[config.mk]
export PLATFORM = sky130hd
export DESIGN_NAME = offnariscv_ace_line_fill
export DESIGN_NICKNAME = d
export VERILOG_FILES = /design/src/rtl/offnariscv_ace_line_fill.sv
export SDC_FILE = /design/constraint.sdc
export NUM_CORES = 1
export LEC_CHECK = 0
export ABC_AREA = 1
export BUFFER_PORTS_ARGS = -buffer_cell sky130_fd_sc_hd__buf_2
export CORE_AREA = 2 2 175 177
export CTS_BUF_LIST = sky130_fd_sc_hd__clkbuf_2 sky130_fd_sc_hd__clkbuf_4 sky130_fd_sc_hd__clkbuf_8
export CTS_CLUSTER_SIZE = 24
export DETAILED_ROUTE_END_ITERATION = 12
export DIE_AREA = 0 0 177 179
export PLACE_DENSITY = 0.82
export SETUP_SLACK_MARGIN = 0.02
export SKIP_LAST_GASP = 1
export SYNTH_ARGS = -nofsm -noshare
export SYNTH_HDL_FRONTEND = slang
export SYNTH_SLANG_ARGS = --single-unit
[constraint.sdc]
create_clock -name clk -period 3.1 [get_ports clk]
set_input_delay 0.31 -clock clk [delete_from_list [all_inputs] [get_ports clk]]
set_output_delay 0.31 -clock clk [all_outputs]
set_load 0.02 [all_outputs]
[src/rtl/offnariscv_ace_line_fill.sv]
// rtl/offnariscv_ace_line_fill.sv - ACE cache-line fill master (one WRAP read burst per request)
//
// Accepts one line-fill request, issues a single ReadShared/ReadUnique burst on AR,
// gathers LINE_WIDTH/ACE_XDATA_WIDTH R beats critical-word-first, and returns the line.
// Ports:
//   clk, rst                 clock, asynchronous active-low reset
//   req_*                    request (valid/ready, byte address, unique)
//   resp_*                   assembled line (valid/ready, data, err/shared/dirty flags)
//   ar*                      ACE read address channel (master side)
//   r*, rready               ACE read data channel
//   rack                     read acknowledge, one-cycle pulse after the final beat
module offnariscv_ace_line_fill #(
  parameter int ACE_XDATA_WIDTH  = 64,
  parameter int LINE_WIDTH       = 256,
  parameter int ACE_AXADDR_WIDTH = 32,
  parameter int ACE_XID_WIDTH    = 4,
  parameter int ACE_XUSER_WIDTH  = 1,
  parameter logic [ACE_XID_WIDTH-1:0] AR_ID = '0
) (
  input  logic                        clk,
  input  logic                        rst,
  input  logic                        req_valid,
  output logic                        req_ready,
  input  logic [ACE_AXADDR_WIDTH-1:0] req_addr,
  input  logic                        req_unique,
  output logic                        resp_valid,
  input  logic                        resp_ready,
  output logic [LINE_WIDTH-1:0]       resp_data,
  output logic                        resp_err,
  output logic                        resp_shared,
  output logic                        resp_dirty,
  output logic [ACE_XID_WIDTH-1:0]    arid,
  output logic [ACE_AXADDR_WIDTH-1:0] araddr,
  output logic [7:0]                  arlen,
  output logic [2:0]                  arsize,
  output logic [1:0]                  arburst,
  output logic                        arlock,
  output logic [3:0]                  arcache,
  output logic [2:0]                  arprot,
  output logic [3:0]                  arqos,
  output logic [3:0]                  arregion,
  output logic [ACE_XUSER_WIDTH-1:0]  aruser,
  output logic [3:0]                  arsnoop,
  output logic [1:0]                  ardomain,
  output logic [1:0]                  arbar,
  output logic                        arvalid,
  input  logic                        arready,
  input  logic [ACE_XID_WIDTH-1:0]    rid,
  input  logic [ACE_XDATA_WIDTH-1:0]  rdata,
  input  logic [3:0]                  rresp,
  input  logic                        rlast,
  input  logic [ACE_XUSER_WIDTH-1:0]  ruser,
  input  logic                        rvalid,
  output logic                        rready,
  output logic                        rack
);

  localparam int BEATS = LINE_WIDTH / ACE_XDATA_WIDTH;
  localparam int OFF_W = $clog2(ACE_XDATA_WIDTH / 8);
  localparam int IDX_W = (BEATS > 1) ? $clog2(BEATS) : 1;
  localparam int CNT_W = $clog2(BEATS) + 1;

  typedef enum logic [1:0] {S_IDLE, S_AR, S_R, S_RESP} state_e;

  state_e                      state_q, state_d;
  logic [ACE_AXADDR_WIDTH-1:0] addr_q, addr_d;
  logic                        unique_q, unique_d;
  logic [IDX_W-1:0]            idx_q, idx_d;
  logic [CNT_W-1:0]            cnt_q, cnt_d;
  logic [LINE_WIDTH-1:0]       line_q, line_d;
  logic                        err_q, err_d;
  logic                        shared_q, shared_d;
  logic                        dirty_q, dirty_d;
  logic                        req_ready_q, req_ready_d;
  logic                        arvalid_q, arvalid_d;
  logic                        rready_q, rready_d;
  logic                        resp_valid_q, resp_valid_d;
  logic                        rack_q, rack_d;
  logic                        beat_last;

  // Completion is decided by the beat counter; rlast only feeds the error flag.
  assign beat_last = (cnt_q == CNT_W'(BEATS - 1));

  always_comb begin
    state_d      = state_q;
    addr_d       = addr_q;
    unique_d     = unique_q;
    idx_d        = idx_q;
    cnt_d        = cnt_q;
    line_d       = line_q;
    err_d        = err_q;
    shared_d     = shared_q;
    dirty_d      = dirty_q;
    req_ready_d  = req_ready_q;
    arvalid_d    = arvalid_q;
    rready_d     = rready_q;
    resp_valid_d = resp_valid_q;
    rack_d       = 1'b0;
    case (state_q)
      S_IDLE: begin
        if (req_valid) begin
          addr_d      = {req_addr[ACE_AXADDR_WIDTH-1:OFF_W], {OFF_W{1'b0}}};
          unique_d    = req_unique;
          // Critical beat = beat position of the address within the line.
          idx_d       = (BEATS > 1) ? req_addr[OFF_W +: IDX_W] : '0;
          cnt_d       = '0;
          req_ready_d = 1'b0;
          arvalid_d   = 1'b1;
          state_d     = S_AR;
        end
      end
      S_AR: begin
        if (arready) begin
          arvalid_d = 1'b0;
          rready_d  = 1'b1;
          state_d   = S_R;
        end
      end
      S_R: begin
        if (rvalid && rready_q) begin
          line_d[idx_q*ACE_XDATA_WIDTH +: ACE_XDATA_WIDTH] = rdata;
          if (BEATS > 1) idx_d = idx_q + 1'b1;  // power-of-two BEATS: natural wrap
          cnt_d    = cnt_q + 1'b1;
          err_d    = err_q | rresp[1] | (rid != AR_ID) | (rlast != beat_last);
          shared_d = shared_q | rresp[3];
          dirty_d  = dirty_q | rresp[2];
          if (beat_last) begin
            rready_d     = 1'b0;
            resp_valid_d = 1'b1;
            rack_d       = 1'b1;
            state_d      = S_RESP;
          end
        end
      end
      S_RESP: begin
        if (resp_ready) begin
          resp_valid_d = 1'b0;
          req_ready_d  = 1'b1;
          err_d        = 1'b0;
          shared_d     = 1'b0;
          dirty_d      = 1'b0;
          state_d      = S_IDLE;
        end
      end
      default: state_d = S_IDLE;
    endcase
  end

  always_ff @(posedge clk or negedge rst) begin
    if (!rst) begin
      state_q      <= S_IDLE;
      addr_q       <= '0;
      unique_q     <= 1'b0;
      idx_q        <= '0;
      cnt_q        <= '0;
      line_q       <= '0;
      err_q        <= 1'b0;
      shared_q     <= 1'b0;
      dirty_q      <= 1'b0;
      req_ready_q  <= 1'b1;
      arvalid_q    <= 1'b0;
      rready_q     <= 1'b0;
      resp_valid_q <= 1'b0;
      rack_q       <= 1'b0;
    end else begin
      state_q      <= state_d;
      addr_q       <= addr_d;
      unique_q     <= unique_d;
      idx_q        <= idx_d;
      cnt_q        <= cnt_d;
      line_q       <= line_d;
      err_q        <= err_d;
      shared_q     <= shared_d;
      dirty_q      <= dirty_d;
      req_ready_q  <= req_ready_d;
      arvalid_q    <= arvalid_d;
      rready_q     <= rready_d;
      resp_valid_q <= resp_valid_d;
      rack_q       <= rack_d;
    end
  end

  assign req_ready   = req_ready_q;
  assign resp_valid  = resp_valid_q;
  assign resp_data   = line_q;
  assign resp_err    = err_q;
  assign resp_shared = shared_q;
  assign resp_dirty  = dirty_q;
  assign rready      = rready_q;
  assign rack        = rack_q;

  assign arvalid  = arvalid_q;
  assign arid     = AR_ID;
  assign araddr   = addr_q;
  assign arlen    = 8'(BEATS - 1);
  assign arsize   = 3'(OFF_W);
  assign arburst  = (BEATS > 1) ? 2'b10 : 2'b01;
  assign arlock   = 1'b0;
  assign arcache  = 4'b1111;
  assign arprot   = 3'b000;
  assign arqos    = 4'b0000;
  assign arregion = 4'b0000;
  assign aruser   = '0;
  assign arsnoop  = unique_q ? 4'b0111 : 4'b0001;
  assign ardomain = 2'b01;
  assign arbar    = 2'b00;

  logic unused_inputs;
  assign unused_inputs = ^{ruser, rresp[0], req_addr[OFF_W-1:0]};

endmodule

==> impl_metrics.ini <==
[run_status]
status = complete, no violations

[timing]
rsz0062_at_grt = false
finalCritPeriodShare_pct = 78.0
fin_crit_ns = 2.42
drv_slew = 0
setup_viol = 0
fin_skew_ns = 0.0145
fmax_mhz = 414
setup_ws_ns = 0.682
worstMarginPinSlew_ns = 1.14
setup_tns_ns = 0
slew_headroom_pct = 23.9
final_hold_viol_count = 0

[clock_network]
cts-resized-gates = 0
cts_root_buf = clkbuf_8
path_clk_slew_ns = 0.06
cts_tree = yes
clock-sinks = 301
clock_path_buffers = 3
clk_latency_ns = 0.56
cts_made_buffers = 51
cts_max_level = 2

[worst_hold_path]
worstHoldPathCells = 3
hold_path_end = arvalid
worstHoldStart = req_valid
hold_class = in2reg

[pwr]
powerDensity_nw_per_um2 = 884
swShare_pct = 42.3
switchingPower_uw = 6410
p_leak_uw = 0.00985
p_clk_share_pct = 25.2
peakVddDrop_v = 0.000603
seq_power_share_pct = 35.3
p_comb_share_pct = 39.5
internal_power_uw = 8740

[floorplanning]
io_pins = 451
die-area_um2 = 31700
initial_core_util_pct = 43.3
die_y_um = 179
core_um2 = 30000
core.rowCount = 64
die_w_um = 177

[grt]
grt_pass1_vias = 12400
grt_max_degree = 134
grt_pass1_wl_um = 66200
grt.total_usage_pct = 26.5
antenna_found_initial = 0
gr-total-overflow = 0

[routing]
wl_met2_um = 20800
top_layer = met4
m1WireLength_um = 16200
dr_wl_met3_um = 4160
final_antenna_net_count = 0
wl_per_cell_um = 18.6
drt_first_iter_violations = 964
dr.pass1.iters = 5
viasPerCell = 5.40
totalWireLength_um = 43500
drc_errors = 0
vias = 12600

[synthesis]
syn_inst = 1428
synthTopCellsByArea = dfrtp_1 (58%), nand2_1 (12%), nand3_1 (7.7%)
avgSynthCellArea_um2 = 9.11
synth_area_um2 = 13000
synth_edf_count = 0
ys_ff_latch = 301
yosys.area.top_type_share_pct = 57.7
yosys_warnings = 0
yosysUniqueCellTypes = 28
yosysTopAreaCell = dfrtp_1
async_flop_share_pct = 100
synth_ff_type = dfrtp_1
synth-seq-area-share_pct = 57.9

[setup_path]
r2r-end = resp_data[170]
worst-r2r-cell-count = 8
cp_slowest_cell = inv_2
required_ns = 3.59
endpoint_kind = register
crit_type = reg2reg
crit_chain = inv_1 -> ha_1 -> nand3_4 -> nor2_2 -> inv_2 -> buf_4 -> nand2_1 -> o21ai_1
path_buf_inv = 3
arrival_ns = 2.90
critPathLaunchType = register
crit_path_max_incr_delay_ns = 0.81
r2r-start = state_q[0]
r2r_slack_ns = 0.68
cp_top_family = buffers and inverters
crit_fanout = 55

[run]
maxCapViolations = 0

[place]
dp_slack_ns = 0.734
dp.final_hpwl_um = 27000
io_buffers = 402
gp_congestion = 0.837

[cells_and_area]
layout.nets = 2023
fillers = 2497
syn_to_final_growth_pct = 31.8
antenna_cells = 0
drive_above_1_share_pct = 29.5
-- cell type report --
type                       count  area, um2  share of cell area (%)
multi-input combinational   1000       4680                    27.3
clock inverter                 5       61.3                   0.358
clock buffer                  87       1060                    6.18
tap                          396        495                    2.89
timing repair buffer         521       3230                    18.8
sequential                   301       7530                    43.9
inverter                      23       86.3                   0.503
-- placed cells by master (no fill, tap or decap), drive strengths merged --
cell type | synthesis | layout
nand4 | 1 | 1
dfrtp | 300 | 300
o211ai | 1 | 1
clkbuf | 23 | 87
nand2 | 422 | 422
a21oi | 1 | 1
dfstp | 1 | 1
buf | 122 | 430
o21bai | 2 | 2
o21ai | 207 | 207
inv | 23 | 24
mux2 | 30 | 30
or2 | 4 | 4
bufinv | 0 | 1
conb | 2 | 43
nand3 | 200 | 200
ha | 12 | 12
dlygate4sd3 | 0 | 91
clkinvlp | 0 | 3
nor2 | 74 | 74
nor3 | 3 | 3
-- worst max-delay path by stage --
stage                          start             end  slack, ns  depth (start not counted)
after CTS                 state_q[0]  resp_data[171]       0.72                          8
after global placement    state_q[0]  resp_data[173]       0.81                          8
after detailed placement  state_q[0]  resp_data[171]       0.73                          8
after floorplan             idx_q[0]   resp_data[10]       1.13                          9
after global routing      state_q[0]  resp_data[112]       0.52                          8
final                     state_q[0]  resp_data[170]       0.68                          8
-- power groups by stage --
stage               clock network (uW)  logic, uW  registers [uW]
CTS                               3890       5910            5320
finish                            3820       5980            5360
floorplan                            0       2630            6410
detailed placement                   0       5810            5370
global placement                     0       5680            5340
global route                      4070       6440            5450
-- flip-flops by register name (all words and copies together), names as in the netlist --
name and cells:
resp_data 256, araddr 29, cnt_q 3, idx_q 2, state_q 2, arvalid 1, rack 1, req_ready 1
resp_dirty 1, resp_err 1, resp_shared 1, resp_valid 1, rready 1, unique_q 1
-- kinds of logic after synthesis --
group / Yosys count / synth area share [%]
compound gates: 211 / 8.17
fa+ha+maj: 12 / 1.15
buf+inv: 168 / 7.41
flops: 301 / 57.9
mux: 30 / 2.60
other cells: 2 / 0.0577
simple gates: 704 / 22.7
-- layer usage --
layer  GRT usage [%]  up-vias
li1                -     5558
met1            31.6     6037
met2            44.4      820
met3            6.62      172
met4            14.3        0
met5               0        -
-- cells in the mapped netlist, types with 4 or more instances --
cell type	instances
buf_1	5
buf_6	12
o21ai_0	129
buf_4	45
inv_1	20
nand2_1	421
nand3_1	199
o21ai_1	78
nor2_1	71
or2_2	4
clkbuf_1	23
dfrtp_1	300
ha_1	12
buf_2	60
mux2_2	30
-- metrics by stage --
| step | instances | total power (uW) | util, % | area, um2 | hold WS [ns] |
|---|---|---|---|---|---|
| after floorplan | 1469 | 9040 | - | 13200 | 0.0144 |
| after global placement | 2150 | 11000 | 50.3 | 15100 | 0.380 |
| after detailed placement | 2150 | 11200 | 50.3 | 15100 | 0.378 |
| after CTS | 2333 | 15100 | 57.1 | 17100 | 0.00225 |
| after global routing | 2333 | 16000 | 57.1 | 17100 | 0.00452 |
| final | 2333 | 15200 | 57.1 | 17100 | 0.0338 |
-- timing repair --
item / CTS / global route
endpoints found under the hold margin: 184 / 0
hold buffers: 91 / 0
buffers inserted: 0 / 0
-- worst min-delay path, cell delays in order --
cell	delay (ns)
buf_2	0.10
nand2_1	0.07
o21ai_0	0.07
Note: power is estimated with default switching activity, not from simulation.
